File: src/rtl/wb_stage_pipelined.sv
// wb_stage_pipelined
//
// Registered writeback stage. Captures MEM-stage results into the MEM/WB
// register, selects the writeback source and drives the register-file write
// port. It also counts committed writebacks. Every output comes straight from
// a flop, so there is no combinational path from input to output.
//
// Ports
//   Clock        in   system clock, rising edge
//   Reset        in   synchronous active-high reset (overrides Flush/Stall)
//   Stall        in   hold the MEM/WB register and RetireCount
//   Flush        in   load a bubble into the MEM/WB register
//   In_Valid     in   MEM-stage slot holds a real instruction
//   RegWrite     in   instruction writes the register file
//   WriteReg     in   destination register
//   MemToReg     in   source: 0 ALU, 1 load, 2 PC+LINK_OFFSET, 3 zero
//   ALUResult    in   ALU result
//   ReadData     in   raw data-memory read word
//   PC           in   instruction PC
//   LoadSize     in   0 byte, 1 half, 2 word32, 3 full width
//   LoadSigned   in   1 sign-extend, 0 zero-extend
//   ByteOffset   in   byte address of the load within ReadData
//   Out_Valid    out  WB slot holds a real instruction
//   WB_RegWrite  out  register-file write enable (never set for x0)
//   WB_WriteReg  out  register-file write address
//   WB_Data      out  register-file write data / forwarding value
//   RetireCount  out  count of committed writebacks (wraps)
//
// DATA_WIDTH must be 32 or 64.

module wb_stage_pipelined #(
  parameter int unsigned DATA_WIDTH     = 32,
  parameter int unsigned REG_ADDR_WIDTH = 5,
  parameter int unsigned LINK_OFFSET    = 8,
  parameter int unsigned CNT_WIDTH      = 32,
  localparam int unsigned OW            = $clog2(DATA_WIDTH / 8)
) (
  input  logic                      Clock,
  input  logic                      Reset,
  input  logic                      Stall,
  input  logic                      Flush,
  input  logic                      In_Valid,
  input  logic                      RegWrite,
  input  logic [REG_ADDR_WIDTH-1:0] WriteReg,
  input  logic [1:0]                MemToReg,
  input  logic [DATA_WIDTH-1:0]     ALUResult,
  input  logic [DATA_WIDTH-1:0]     ReadData,
  input  logic [DATA_WIDTH-1:0]     PC,
  input  logic [1:0]                LoadSize,
  input  logic                      LoadSigned,
  input  logic [OW-1:0]             ByteOffset,
  output logic                      Out_Valid,
  output logic                      WB_RegWrite,
  output logic [REG_ADDR_WIDTH-1:0] WB_WriteReg,
  output logic [DATA_WIDTH-1:0]     WB_Data,
  output logic [CNT_WIDTH-1:0]      RetireCount
);

  // Writeback source encodings
  localparam logic [1:0] SrcAlu  = 2'd0;
  localparam logic [1:0] SrcLoad = 2'd1;
  localparam logic [1:0] SrcLink = 2'd2;

  // Load size encodings
  localparam logic [1:0] SzByte = 2'd0;
  localparam logic [1:0] SzHalf = 2'd1;
  localparam logic [1:0] SzWord = 2'd2;

  // Shift amounts are byte offsets scaled to bits
  localparam int unsigned SW = OW + 3;

  // ---------------------------------------------------------------------------
  // Load alignment
  // ---------------------------------------------------------------------------
  // Halfword and word lanes are naturally aligned. The low offset bits are
  // masked off rather than trapped, so a misaligned access simply reads the
  // lane that contains it.
  logic [OW-1:0] half_off;
  logic [OW-1:0] word_off;
  logic [SW-1:0] byte_sh;
  logic [SW-1:0] half_sh;
  logic [SW-1:0] word_sh;

  assign half_off = ByteOffset & ~OW'(1);
  assign word_off = ByteOffset & ~OW'(3);  // constant zero when DATA_WIDTH is 32
  assign byte_sh  = {ByteOffset, 3'b000};
  assign half_sh  = {half_off, 3'b000};
  assign word_sh  = {word_off, 3'b000};

  logic [7:0]  byte_lane;
  logic [15:0] half_lane;
  logic [31:0] word_lane;

  assign byte_lane = 8'(ReadData >> byte_sh);
  assign half_lane = 16'(ReadData >> half_sh);
  assign word_lane = 32'(ReadData >> word_sh);

  logic [DATA_WIDTH-1:0] byte_ext;
  logic [DATA_WIDTH-1:0] half_ext;
  logic [DATA_WIDTH-1:0] word_ext;

  assign byte_ext = {{(DATA_WIDTH - 8){LoadSigned & byte_lane[7]}}, byte_lane};
  assign half_ext = {{(DATA_WIDTH - 16){LoadSigned & half_lane[15]}}, half_lane};

  // A word32 load on a 32-bit datapath is already full width; there is
  // nothing to extend.
  if (DATA_WIDTH > 32) begin : g_word_ext
    assign word_ext = {{(DATA_WIDTH - 32){LoadSigned & word_lane[31]}}, word_lane};
  end else begin : g_word_pass
    assign word_ext = word_lane;
  end

  logic [DATA_WIDTH-1:0] load_data;

  always_comb begin
    load_data = ReadData;
    case (LoadSize)
      SzByte:  load_data = byte_ext;
      SzHalf:  load_data = half_ext;
      SzWord:  load_data = word_ext;
      default: load_data = ReadData;
    endcase
  end

  // ---------------------------------------------------------------------------
  // Writeback source select
  // ---------------------------------------------------------------------------
  logic [DATA_WIDTH-1:0] link_pc;
  logic [DATA_WIDTH-1:0] wb_data_next;

  // Wraps modulo 2^DATA_WIDTH
  assign link_pc = PC + DATA_WIDTH'(LINK_OFFSET);

  always_comb begin
    wb_data_next = '0;
    case (MemToReg)
      SrcAlu:  wb_data_next = ALUResult;
      SrcLoad: wb_data_next = load_data;
      SrcLink: wb_data_next = link_pc;
      default: wb_data_next = '0;
    endcase
  end

  // Register 0 is hard-wired zero, so a write to it is suppressed here and
  // downstream forwarding never sees a bogus x0 producer.
  logic reg_write_next;

  assign reg_write_next = In_Valid & RegWrite & (WriteReg != '0);

  // ---------------------------------------------------------------------------
  // MEM/WB register and retire counter
  // ---------------------------------------------------------------------------
  // Priority: Reset > Flush > Stall > capture. A flush clears the slot but
  // leaves RetireCount alone, since nothing retired on that edge.
  always_ff @(posedge Clock) begin
    if (Reset) begin
      Out_Valid   <= 1'b0;
      WB_RegWrite <= 1'b0;
      WB_WriteReg <= '0;
      WB_Data     <= '0;
      RetireCount <= '0;
    end else if (Flush) begin
      Out_Valid   <= 1'b0;
      WB_RegWrite <= 1'b0;
      WB_WriteReg <= '0;
      WB_Data     <= '0;
    end else if (!Stall) begin
      // Fields are captured even for invalid slots; WB_RegWrite gates the write.
      Out_Valid   <= In_Valid;
      WB_RegWrite <= reg_write_next;
      WB_WriteReg <= WriteReg;
      WB_Data     <= wb_data_next;
      if (reg_write_next) begin
        RetireCount <= RetireCount + CNT_WIDTH'(1);
      end
    end
  end

endmodule

File: config.mk
export PLATFORM = sky130hd
export DESIGN_NAME = wb_stage_pipelined
export DESIGN_NICKNAME = d
export VERILOG_FILES = /design/src/rtl/wb_stage_pipelined.sv
export SDC_FILE = /design/constraint.sdc
export NUM_CORES = 1
export LEC_CHECK = 0
export ABC_AREA = 1
export CAP_MARGIN = 25
export CELL_PAD_IN_SITES_DETAIL_PLACEMENT = 1
export CELL_PAD_IN_SITES_GLOBAL_PLACEMENT = 2
export CORE_MARGIN = 5
export CORE_UTILIZATION = 24
export CTS_CLUSTER_DIAMETER = 50
export CTS_CLUSTER_SIZE = 25
export DETAILED_ROUTE_END_ITERATION = 8
export GPL_TIMING_DRIVEN = 0
export HOLD_SLACK_MARGIN = 0.05
export PLACE_DENSITY_LB_ADDON = 0.1
export SLEW_MARGIN = 30
export SYNTH_ARGS = -nofsm -noshare
export SYNTH_HDL_FRONTEND = slang
export SYNTH_SLANG_ARGS = --single-unit
File: constraint.sdc
create_clock -name Clock -period 3.1 [get_ports Clock]
set_clock_uncertainty 0.05 [all_clocks]
set_input_delay 0.31 -clock Clock [delete_from_list [all_inputs] [get_ports Clock]]
set_output_delay 0.31 -clock Clock [all_outputs]
set_load 0.005 [all_outputs]
==> impl_metrics.yaml <==
outcome:
  status: "completed"
yosys:
  yosys-top-cells-area: "dfxtp_1 (26%), nand2_1 (25%), nor2_1 (9.5%), a21oi_1 (6.5%), nand3_1 (6.2%)"
  ys.warnings.count: 0
  synth-compound-area-share_pct: 12.66
  synth_area_mm2: 0.005474
  synth_mux_area_share_pct: 0
  synth_edf_count: 0
  async_reset_ff_share_pct: 0
  synth_top_cell_by_area: "dfxtp_1"
  yosysTopAreaCellShare_pct: 25.97
  synth-adder-area-share_pct: 0.4571
  synth_nets: 1073
  ys.flop_type: "dfxtp_1"
  ys_seq_elements: 71
  synth_cell_types: 40
  synth-simple-area-share_pct: 49.44
  synth_top_family_by_area: "simple AND/OR/NAND/NOR gates"
  synth-xor-area-share_pct: 2.400
  ys_top_cells_by_count: "nand2_1 (359), nor2_1 (139), a21oi_1 (71), dfxtp_1 (71)"
  syn_inst: 957
  synth_area_per_cell_um2: 5.720
  ys_seq_area_share_pct: 25.97
  yosysMostFrequentCell: "nand2_1"
floorplan:
  initial_core_util_pct: 24.25
  io_pins: 185
  die-area_mm2: 0.02593
  core_area_mm2: 0.02257
  num_rows: 55
  chipWidth_um: 161.0
  die_h_um: 161.0
route:
  first_pass_iters: 4
  postRouteAntennaNets: 0
  vias: 6595
  drc_errors: 0
  viasPerCell: 4.577
  wirelength_um: 25280
  drt-initial-drc-count: 243
  routedWlPerCell_um: 17.54
critical_path:
  path_class: "in2reg"
  end_kind: "flop"
  path_max_fanout: 6
  worst_setup_path_start_kind: "input port"
  critPathRequiredTime_ns: 3.25
  worstPathArrival_ns: 2.53
clock_network:
  cts.sinks: 71
  hold_buffers: 0
  cts_setup_buffers: 0
  clockRootBuffer: "clkbuf_16"
  clock_path_buffers: 2
  cts_buffers: 9
  tritoncts: "done"
  htreeDepth: 3
  clock_latency_ns: 0.34
  clk_pin_slew_ns: 0.06
  ctsResizeCount: 0
power:
  power.density_mw_per_mm2: 324.6
  seqPwrFrac_pct: 36.2
  p_sw_w: 0.0007504
  swShare_pct: 28.99
  power.leakage_nw: 3.071
  ir_drop_v: 0.0002121
  power_frac_comb_pct: 21.5
  p_clk_share_pct: 42.2
  internal_power_w: 0.001838
finish:
  utilization_pct: 35.33
  nNetsFinal: 1267
  drive_gt1_share_pct: 8.304
  n_antenna_cell: 0
  area_growth_pct: 45.69
global_route:
  grt_overflow_total: 0
  grt_max_degree: 15
  antenna_found_initial: 0
  grt_pass1_vias: 6901
  grt_pass1_wl_um: 39950
  grt_usage_pct: 19.47
placement:
  place_congestion: 0.8253
  port-buffer-count: 183
  place_hpwl_um: 21640
sta:
  rsz0062_at_grt: "false"
  slew_viol_final: 0
  worst_slew_pin_slew_ns: 0.7221
  hold_ws_ns: 0.4093
  setup_viol: 0
  max_freq_mhz: 419.7
  setup_tns_ns: 0
  max_slew_margin_pct: 51.86
  finalHoldViolCount: 0
  fin_crit_ns: 2.383
  final.period_utilization_pct: 76.86
min_path:
  hp-class: "reg2reg"
run:
  maxCapViolCount: 0
-- final timing paths --
check                 start         endpoint  slack (ns)  cells past startpoint
max                   PC[3]      WB_Data[15]        0.72                     13
min              WB_Data[2]       WB_Data[2]        0.41                      2
max reg2reg  RetireCount[0]  RetireCount[22]        1.10                      8
min reg2reg      WB_Data[2]       WB_Data[2]        0.41                      2
-- area by class of cell --
| type | instances | area [um2] |
|---|---|---|
| plain buffers | 34 | 183.9 |
| inverters | 83 | 312.8 |
| repair buffers | 183 | 1832 |
| clock buffers | 10 | 239.0 |
| multi-input cells | 769 | 3556 |
| well taps | 285 | 356.6 |
| flip-flops and latches | 71 | 1421 |
| fillers | 2964 | 14600 |
| clock inverters | 6 | 73.82 |
-- placed cells by master (no fill, tap or decap), types with 11 or more instances in the layout --
cell | Yosys | final
a21oi_2 | 11 | 11
inv_2 | 11 | 11
dfxtp_1 | 71 | 71
clkdlybuf4s50_1 | 0 | 183
nor3_1 | 12 | 12
a21oi_1 | 71 | 71
clkbuf_1 | 17 | 17
nor2_1 | 139 | 139
nand2_1 | 359 | 359
nand3_1 | 68 | 68
o21ai_0 | 18 | 18
nand2_2 | 16 | 16
inv_1 | 68 | 68
-- state kept, by name, indices dropped and copies added, names as in the netlist --
name,count
WB_Data,32
WB_RegWrite,1
RetireCount,32
Out_Valid,1
WB_WriteReg,5
-- power by group through the flow --
| stage | sequential (W) | combinational, W | clock, W |
|---|---|---|---|
| floorplan | 0.000958 | 0.000244 | 0 |
| global placement | 0.000958 | 0.000562 | 0 |
| detailed placement | 0.000958 | 0.000563 | 0 |
| CTS | 0.000938 | 0.000566 | 0.00113 |
| global route | 0.000939 | 0.000618 | 0.00118 |
| finish | 0.000938 | 0.000557 | 0.00109 |
-- per-stage QoR --
step                std cells  cell area (um2)  total power, W  setup slack [ns]
finish                   1441             7975        0.002589            0.7173
global route             1441             7975        0.002734            0.4872
CTS                      1441             7975        0.002630            0.7287
detailed placement       1425             7662        0.001521            0.3759
global placement         1425             7662        0.001520            0.3594
floorplan                 957             5474        0.001202             1.525
-- cell families after synthesis --
group / after synthesis
AO/OA/AOI/OAI: 121
XOR/XNOR: 15
adder cells (fa/ha/maj): 2
buffers and inverters: 117
flip-flops: 71
AND/OR/NAND/NOR: 631
-- per-layer routing --
layer	up-vias	routed length [um]	GRT usage (%)
met2	144	10720	29.76
met5	-	0	0
met3	9	1553	5.231
met1	3010	12870	28.32
met4	0	138	2.249
li1	3432	-	-
-- critical path, stage by stage --
cell	delay (ns)
clkdlybuf4s50_1	0.64
ha_1	0.33
nand3_1	0.20
inv_1	0.15
nand2_1	0.13
nor2_2	0.20
nand2_1	0.09
nand3_1	0.14
nand2_1	0.08
inv_1	0.06
nand2_1	0.08
nand2_1	0.07
a21oi_1	0.05
Power figures use the tool's default switching activity.
